File: src/rtl/fft_pkg.sv
// Shared constants and index helpers for the FFT datapath.
package fft_pkg;

    localparam int DEFAULT_N        = 8;
    localparam int DEFAULT_NUM_SIZE = 32;
    localparam int INDEX_SIZE       = $clog2(DEFAULT_N);

    // Mirrors the INDEX_SIZE-bit index: bit i of the result is bit (INDEX_SIZE-1-i) of the input.
    function automatic logic [INDEX_SIZE-1:0] bit_reverse(input logic [INDEX_SIZE-1:0] index);
        logic [INDEX_SIZE-1:0] result;
        result = '0;
        for (int i = 0; i < INDEX_SIZE; i++) begin
            result[i] = index[INDEX_SIZE-1-i];
        end
        return result;
    endfunction

endpackage

File: src/rtl/reorder_bank.sv
// One frame of sample storage: single write port, asynchronous read port, synchronous clear.
module reorder_bank
    import fft_pkg::*;
#(
    parameter int DEPTH = DEFAULT_N,
    parameter int WIDTH = DEFAULT_NUM_SIZE,
    parameter int AW    = $clog2(DEPTH)
) (
    input  logic             clk,
    input  logic             clr_i,
    input  logic             we_i,
    input  logic [AW-1:0]    waddr_i,
    input  logic [WIDTH-1:0] wdata_i,
    input  logic [AW-1:0]    raddr_i,
    output logic [WIDTH-1:0] rdata_o
);

    logic [WIDTH-1:0] mem_q [DEPTH];

    // NOTE: the storage is cleared on reset so a discarded frame can never reappear on out_data.
    always_ff @(posedge clk) begin
        if (clr_i) begin
            for (int i = 0; i < DEPTH; i++) begin
                mem_q[i] <= '0;
            end
        end else if (we_i) begin
            mem_q[waddr_i] <= wdata_i;
        end
    end

    assign rdata_o = mem_q[raddr_i];

endmodule

File: src/rtl/bit_reverse_stream_reorder.sv
// Ping-pong reorder buffer: accepts bit-reversed-order frames, emits them in natural order.
module bit_reverse_stream_reorder
    import fft_pkg::*;
#(
    parameter int N        = DEFAULT_N,
    parameter int NUM_SIZE = DEFAULT_NUM_SIZE
) (
    input  logic                clk,
    input  logic                rst,
    input  logic [NUM_SIZE-1:0] in_data,
    input  logic                in_valid,
    output logic                in_ready,
    output logic [NUM_SIZE-1:0] out_data,
    output logic                out_valid,
    input  logic                out_ready,
    output logic                out_last
);

    localparam int                IDX_W    = $clog2(N);
    localparam logic [IDX_W-1:0] LAST_IDX = IDX_W'(N - 1);

    logic [1:0]          full_q, full_d;
    logic                wr_bank_q, wr_bank_d;
    logic                rd_bank_q, rd_bank_d;
    logic [IDX_W-1:0]    wr_cnt_q, wr_cnt_d;
    logic [IDX_W-1:0]    rd_cnt_q, rd_cnt_d;

    logic                in_fire;
    logic                out_fire;
    logic [IDX_W-1:0]    wr_addr;
    logic [NUM_SIZE-1:0] bank_rdata [2];

    // Width follows N here, so the mirror is wired directly rather than via the fixed-width helper.
    for (genvar b = 0; b < IDX_W; b++) begin : g_rev
        assign wr_addr[b] = wr_cnt_q[IDX_W-1-b];
    end

    assign in_ready  = !rst && !full_q[wr_bank_q];
    assign in_fire   = in_valid && in_ready;
    assign out_valid = full_q[rd_bank_q];
    assign out_fire  = out_valid && out_ready;
    assign out_data  = rd_bank_q ? bank_rdata[1] : bank_rdata[0];
    assign out_last  = out_valid && (rd_cnt_q == LAST_IDX);

    for (genvar k = 0; k < 2; k++) begin : g_bank
        reorder_bank #(
            .DEPTH (N),
            .WIDTH (NUM_SIZE),
            .AW    (IDX_W)
        ) u_bank (
            .clk     (clk),
            .clr_i   (rst),
            .we_i    (in_fire && (wr_bank_q == 1'(k))),
            .waddr_i (wr_addr),
            .wdata_i (in_data),
            .raddr_i (rd_cnt_q),
            .rdata_o (bank_rdata[k])
        );
    end

    // The writer only ever marks the bank it fills and the reader only clears the bank it drains,
    // so the two updates below never target the same flag in one cycle.
    always_comb begin
        // NOTE: every next-state signal takes its hold value first, so no path leaves it unassigned.
        full_d    = full_q;
        wr_bank_d = wr_bank_q;
        rd_bank_d = rd_bank_q;
        wr_cnt_d  = wr_cnt_q;
        rd_cnt_d  = rd_cnt_q;

        if (in_fire) begin
            wr_cnt_d = wr_cnt_q + IDX_W'(1);
            if (wr_cnt_q == LAST_IDX) begin
                full_d[wr_bank_q] = 1'b1;
                wr_bank_d         = ~wr_bank_q;
            end
        end

        if (out_fire) begin
            rd_cnt_d = rd_cnt_q + IDX_W'(1);
            if (rd_cnt_q == LAST_IDX) begin
                full_d[rd_bank_q] = 1'b0;
                rd_bank_d         = ~rd_bank_q;
            end
        end
    end

    // NOTE: state registers update with non-blocking assignments so every flop samples pre-edge values.
    always_ff @(posedge clk) begin
        if (rst) begin
            full_q    <= '0;
            wr_bank_q <= 1'b0;
            rd_bank_q <= 1'b0;
            wr_cnt_q  <= '0;
            rd_cnt_q  <= '0;
        end else begin
            full_q    <= full_d;
            wr_bank_q <= wr_bank_d;
            rd_bank_q <= rd_bank_d;
            wr_cnt_q  <= wr_cnt_d;
            rd_cnt_q  <= rd_cnt_d;
        end
    end

endmodule

File: config.mk
export PLATFORM = sky130hd
export DESIGN_NAME = bit_reverse_stream_reorder
export DESIGN_NICKNAME = d
export VERILOG_FILES = /design/src/rtl/fft_pkg.sv /design/src/rtl/reorder_bank.sv /design/src/rtl/bit_reverse_stream_reorder.sv
export SDC_FILE = /design/constraint.sdc
export NUM_CORES = 1
export LEC_CHECK = 0
export BUFFER_PORTS_ARGS = -buffer_cell sky130_fd_sc_hd__buf_2
export CELL_PAD_IN_SITES_DETAIL_PLACEMENT = 1
export CELL_PAD_IN_SITES_GLOBAL_PLACEMENT = 1
export CORE_MARGIN = 2
export CORE_UTILIZATION = 53
export DETAILED_ROUTE_END_ITERATION = 8
export PLACE_DENSITY = 0.81
export SLEW_MARGIN = 5
export SYNTH_ARGS = -nofsm -noshare
export SYNTH_HDL_FRONTEND = slang
export SYNTH_SLANG_ARGS = --single-unit
File: constraint.sdc
create_clock -name clk -period 2.6 [get_ports clk]
set_input_delay 0.26 -clock clk [delete_from_list [all_inputs] [get_ports clk]]
set_output_delay 0.26 -clock clk [all_outputs]
set_load 0.02 [all_outputs]
==> impl_metrics.toml <==
[outcome]
status = "complete, but fails checks"
violations = "negative setup slack"

[die]
rows = 77
coreArea_sq_um = 44000
die_h_microns = 215
fp.dieArea_sq_um = 46000
die_x_microns = 215
io_pins = 71
start_util_pct = 53.4

[yosys]
ys.warnings.count = 0
synth_top_area_share_pct = 65.4
netlist_instances = 1486
syn-num-nets = 1530
yosys-top-cells-area = "edfxtp_1, and2_1, mux4_2"
synth_seq_cells = 525
ys_seq_area_share_pct = 66.5
synth_edf_count = 512
async_reset_ff_share_pct = 0
synth.largest_area_cell = "edfxtp_1"
ys.flop_type = "edfxtp_1"
synth_area_sq_um = 23500
ys_types = 33
syn_area_per_cell_sq_um = 15.8

[global_route]
grt_use_total_pct = 30.5
antenna_found_initial = 3
grt_pass1_vias = 15200
grt_max_degree = 33
grt-ovfl-total = 0
grt_pass1_wl_microns = 101000

[routing]
vias = 13900
drtAntennaViolNets = 0
viasPerCell = 6.28
drt-total-wl_microns = 70000
drcViolationCount = 0
route.detailed.wl_per_inst_microns = 31.7
drtPass1Iterations = 5
drt_iter0_markers = 1566

[timing]
clock.fmax_ghz = 0.361
setup_violations = 31
tightest_slew_ns = 1.18
layout_min_cycle_time_ns = 2.77
hold_viol = 0
whs_ns = 0.0222
max_slew_margin_pct = 21.3
grt_setup_unrepaired = "true"
post-route-period-util_pct = 107
fin_skew_ns = 0.0127
timing.final.ws_setup_ns = -0.171
finalMaxSlewViolations = 0

[setup_path]
path_class = "reg2out"
r2r_cells = 5
crit_top_cell = "buf_12"
crit_path_end_kind = "primary output"
cp-start-kind = "flip-flop"
crit_path_top_delay_cell = "mux4_2"
path_cells = "buf_12, buf_12, buf_16, mux4_2, a22oi_2, nand2_2, buf_6"
r2r_start = "wr_cnt_q[1]"
r2r_setup_slack_ns = 0.17
crit_fanout = 7
crit_path_max_incr_delay_ns = 0.54
worstPathRequired_ns = 2.34
r2r-end = "g_bank[1].u_bank.mem_q[7][30]"
cp.arrival_ns = 2.51

[clock_network]
cts_buffers = 53
htreeDepth = 2
cts_sinks = 525
cts_tree = "built"
clockRootBuffer = "clkbuf_16"
clk_latency_ns = 0.61
clockBufferDepth = 3
cts.clk_slew.worst_paths_ns = 0.06

[layout]
instances_no_fill = 2210
utilization_pct = 62.7
syn2layout_area_growth_pct = 17.5
drive_gt1_share_pct = 28.1
finalNetCount = 1619
diodes = 0

[hold_path]
hold_class = "in2reg"
worstHoldPathCells = 3
min_from = "out_ready"

[place]
dp_hpwl_microns = 37100
pre_cts_slack_ns = 0.236
place_inst = 2075
portBuffers = 70
gp_congestion = 0.782

[power]
ir_worst_vdd_uv = 510
cellPowerDensity_nw_per_um2 = 662
leakagePower_uw = 0.0100

[run]
cap_violations = 0
layout by cell type (no fill, tap or decap), drive strengths merged, types with 3 or more instances in the layout:
cell      n
a21oi     9
a22oi    64
and2    514
and3      9
and4      3
buf     159
bufinv    6
clkbuf   67
clkinv   25
dfxtp    13
edfxtp  512
ha        8
inv       7
mux4    128
nand2    33
nand2b    3
nand3     5
nor2      6
nor2b     6
o21ai     6
or2      15
through the flow:
step                      power, uW  instance area [sq um]  TNS [ns]
after floorplan               10300                  23500         0
after global placement        10600                  24800         0
after detailed placement      10700                  24800         0
after CTS                     18300                  27300     -1.93
after global routing          18700                  27600     -4.63
final                         18300                  27600     -2.82
synthesized netlist by cell type (5+ instances only):
cell type  instances
and2_1           514
edfxtp_1         512
mux4_2           128
clkbuf_1          93
a22oi_1           64
nand2_1           33
or2_2             15
dfxtp_1           13
buf_1             11
a21oi_1            9
and3_1             9
buf_4              9
clkbuf_2           9
buf_2              8
ha_1               8
inv_1              6
nor2_1             6
nor2b_1            6
o21ai_0            6
nand3_1            5
power by group:
| group | switching, uW | internal [uW] | total [uW] |
|---|---|---|---|
| Sequential | 107 | 9580 | 9690 |
| Combinational | 589 | 308 | 897 |
| Clock | 3270 | 4430 | 7710 |
| Total | 3970 | 14300 | 18300 |
worst max-delay path by stage:
stage / start / to / slack, ns / cells past startpoint
final: flip-flop / out_data[8] / -0.17 / 7
after global routing: flip-flop / out_data[8] / -0.23 / 7
after CTS: flip-flop / out_data[14] / -0.11 / 6
after detailed placement: wr_cnt_q[0] / g_bank[0].u_bank.mem_q[6][2] / 0.24 / 5
after global placement: wr_cnt_q[1] / g_bank[0].u_bank.mem_q[6][2] / 0.26 / 5
after floorplan: wr_cnt_q[1] / g_bank[0].u_bank.mem_q[7][0] / 0.29 / 5
state kept, by name, indices dropped and copies added, names as in the netlist, named ones only:
signal and count:
wr_cnt_q 3, g_bank.u_bank.mem_q 512, rd_cnt_q 3, full_q 2, rd_bank_q 1, wr_bank_q 1
area by class of cell:
class | instances | area, sq um
Clock inverter | 34 | 307
Timing Repair Buffer | 164 | 1850
Inverter | 6 | 22.5
Multi-Input combinational cell | 825 | 7640
Fill cell | 3885 | 16400
Sequential cell | 525 | 15600
Clock buffer | 64 | 1410
Tap cell | 592 | 741
logic make-up after synthesis:
| kind of cell | Yosys count | synth area share, % |
|---|---|---|
| fa+ha+maj | 8 | 0.426 |
| simple gates | 602 | 15.7 |
| buf+inv | 136 | 2.41 |
| compound gates | 84 | 2.54 |
| flops | 525 | 66.5 |
| mux | 131 | 12.4 |
per-layer routing:
metal	part of all wire [%]	up-vias	wire length (microns)	track usage, %
met3	7.9	157	5550	5.11
met1	37	7330	26000	38.8
met2	51	713	35900	52.7
met5	0	-	0	0
li1	-	5681	-	-
met4	3.6	0	2490	11.8
critical path, delay by kind of cell, from the launching register on:
| family | cells | cell delay [ns] |
|---|---|---|
| flops | 1 | 0.44 |
| buf+inv | 4 | 0.60 |
| compound gates | 1 | 0.22 |
| simple gates | 1 | 0.09 |
| mux | 1 | 0.54 |
timing repair:
item	4_1_cts	5_1_grt
setup buffers	16	8
endpoints found under the hold margin	1	0
resized for setup	75	58
pin swaps	13	38
hold buffers	1	0
endpoints found under the setup margin	31	32
cloned	11	3
(Power assumes the default switching activity.)
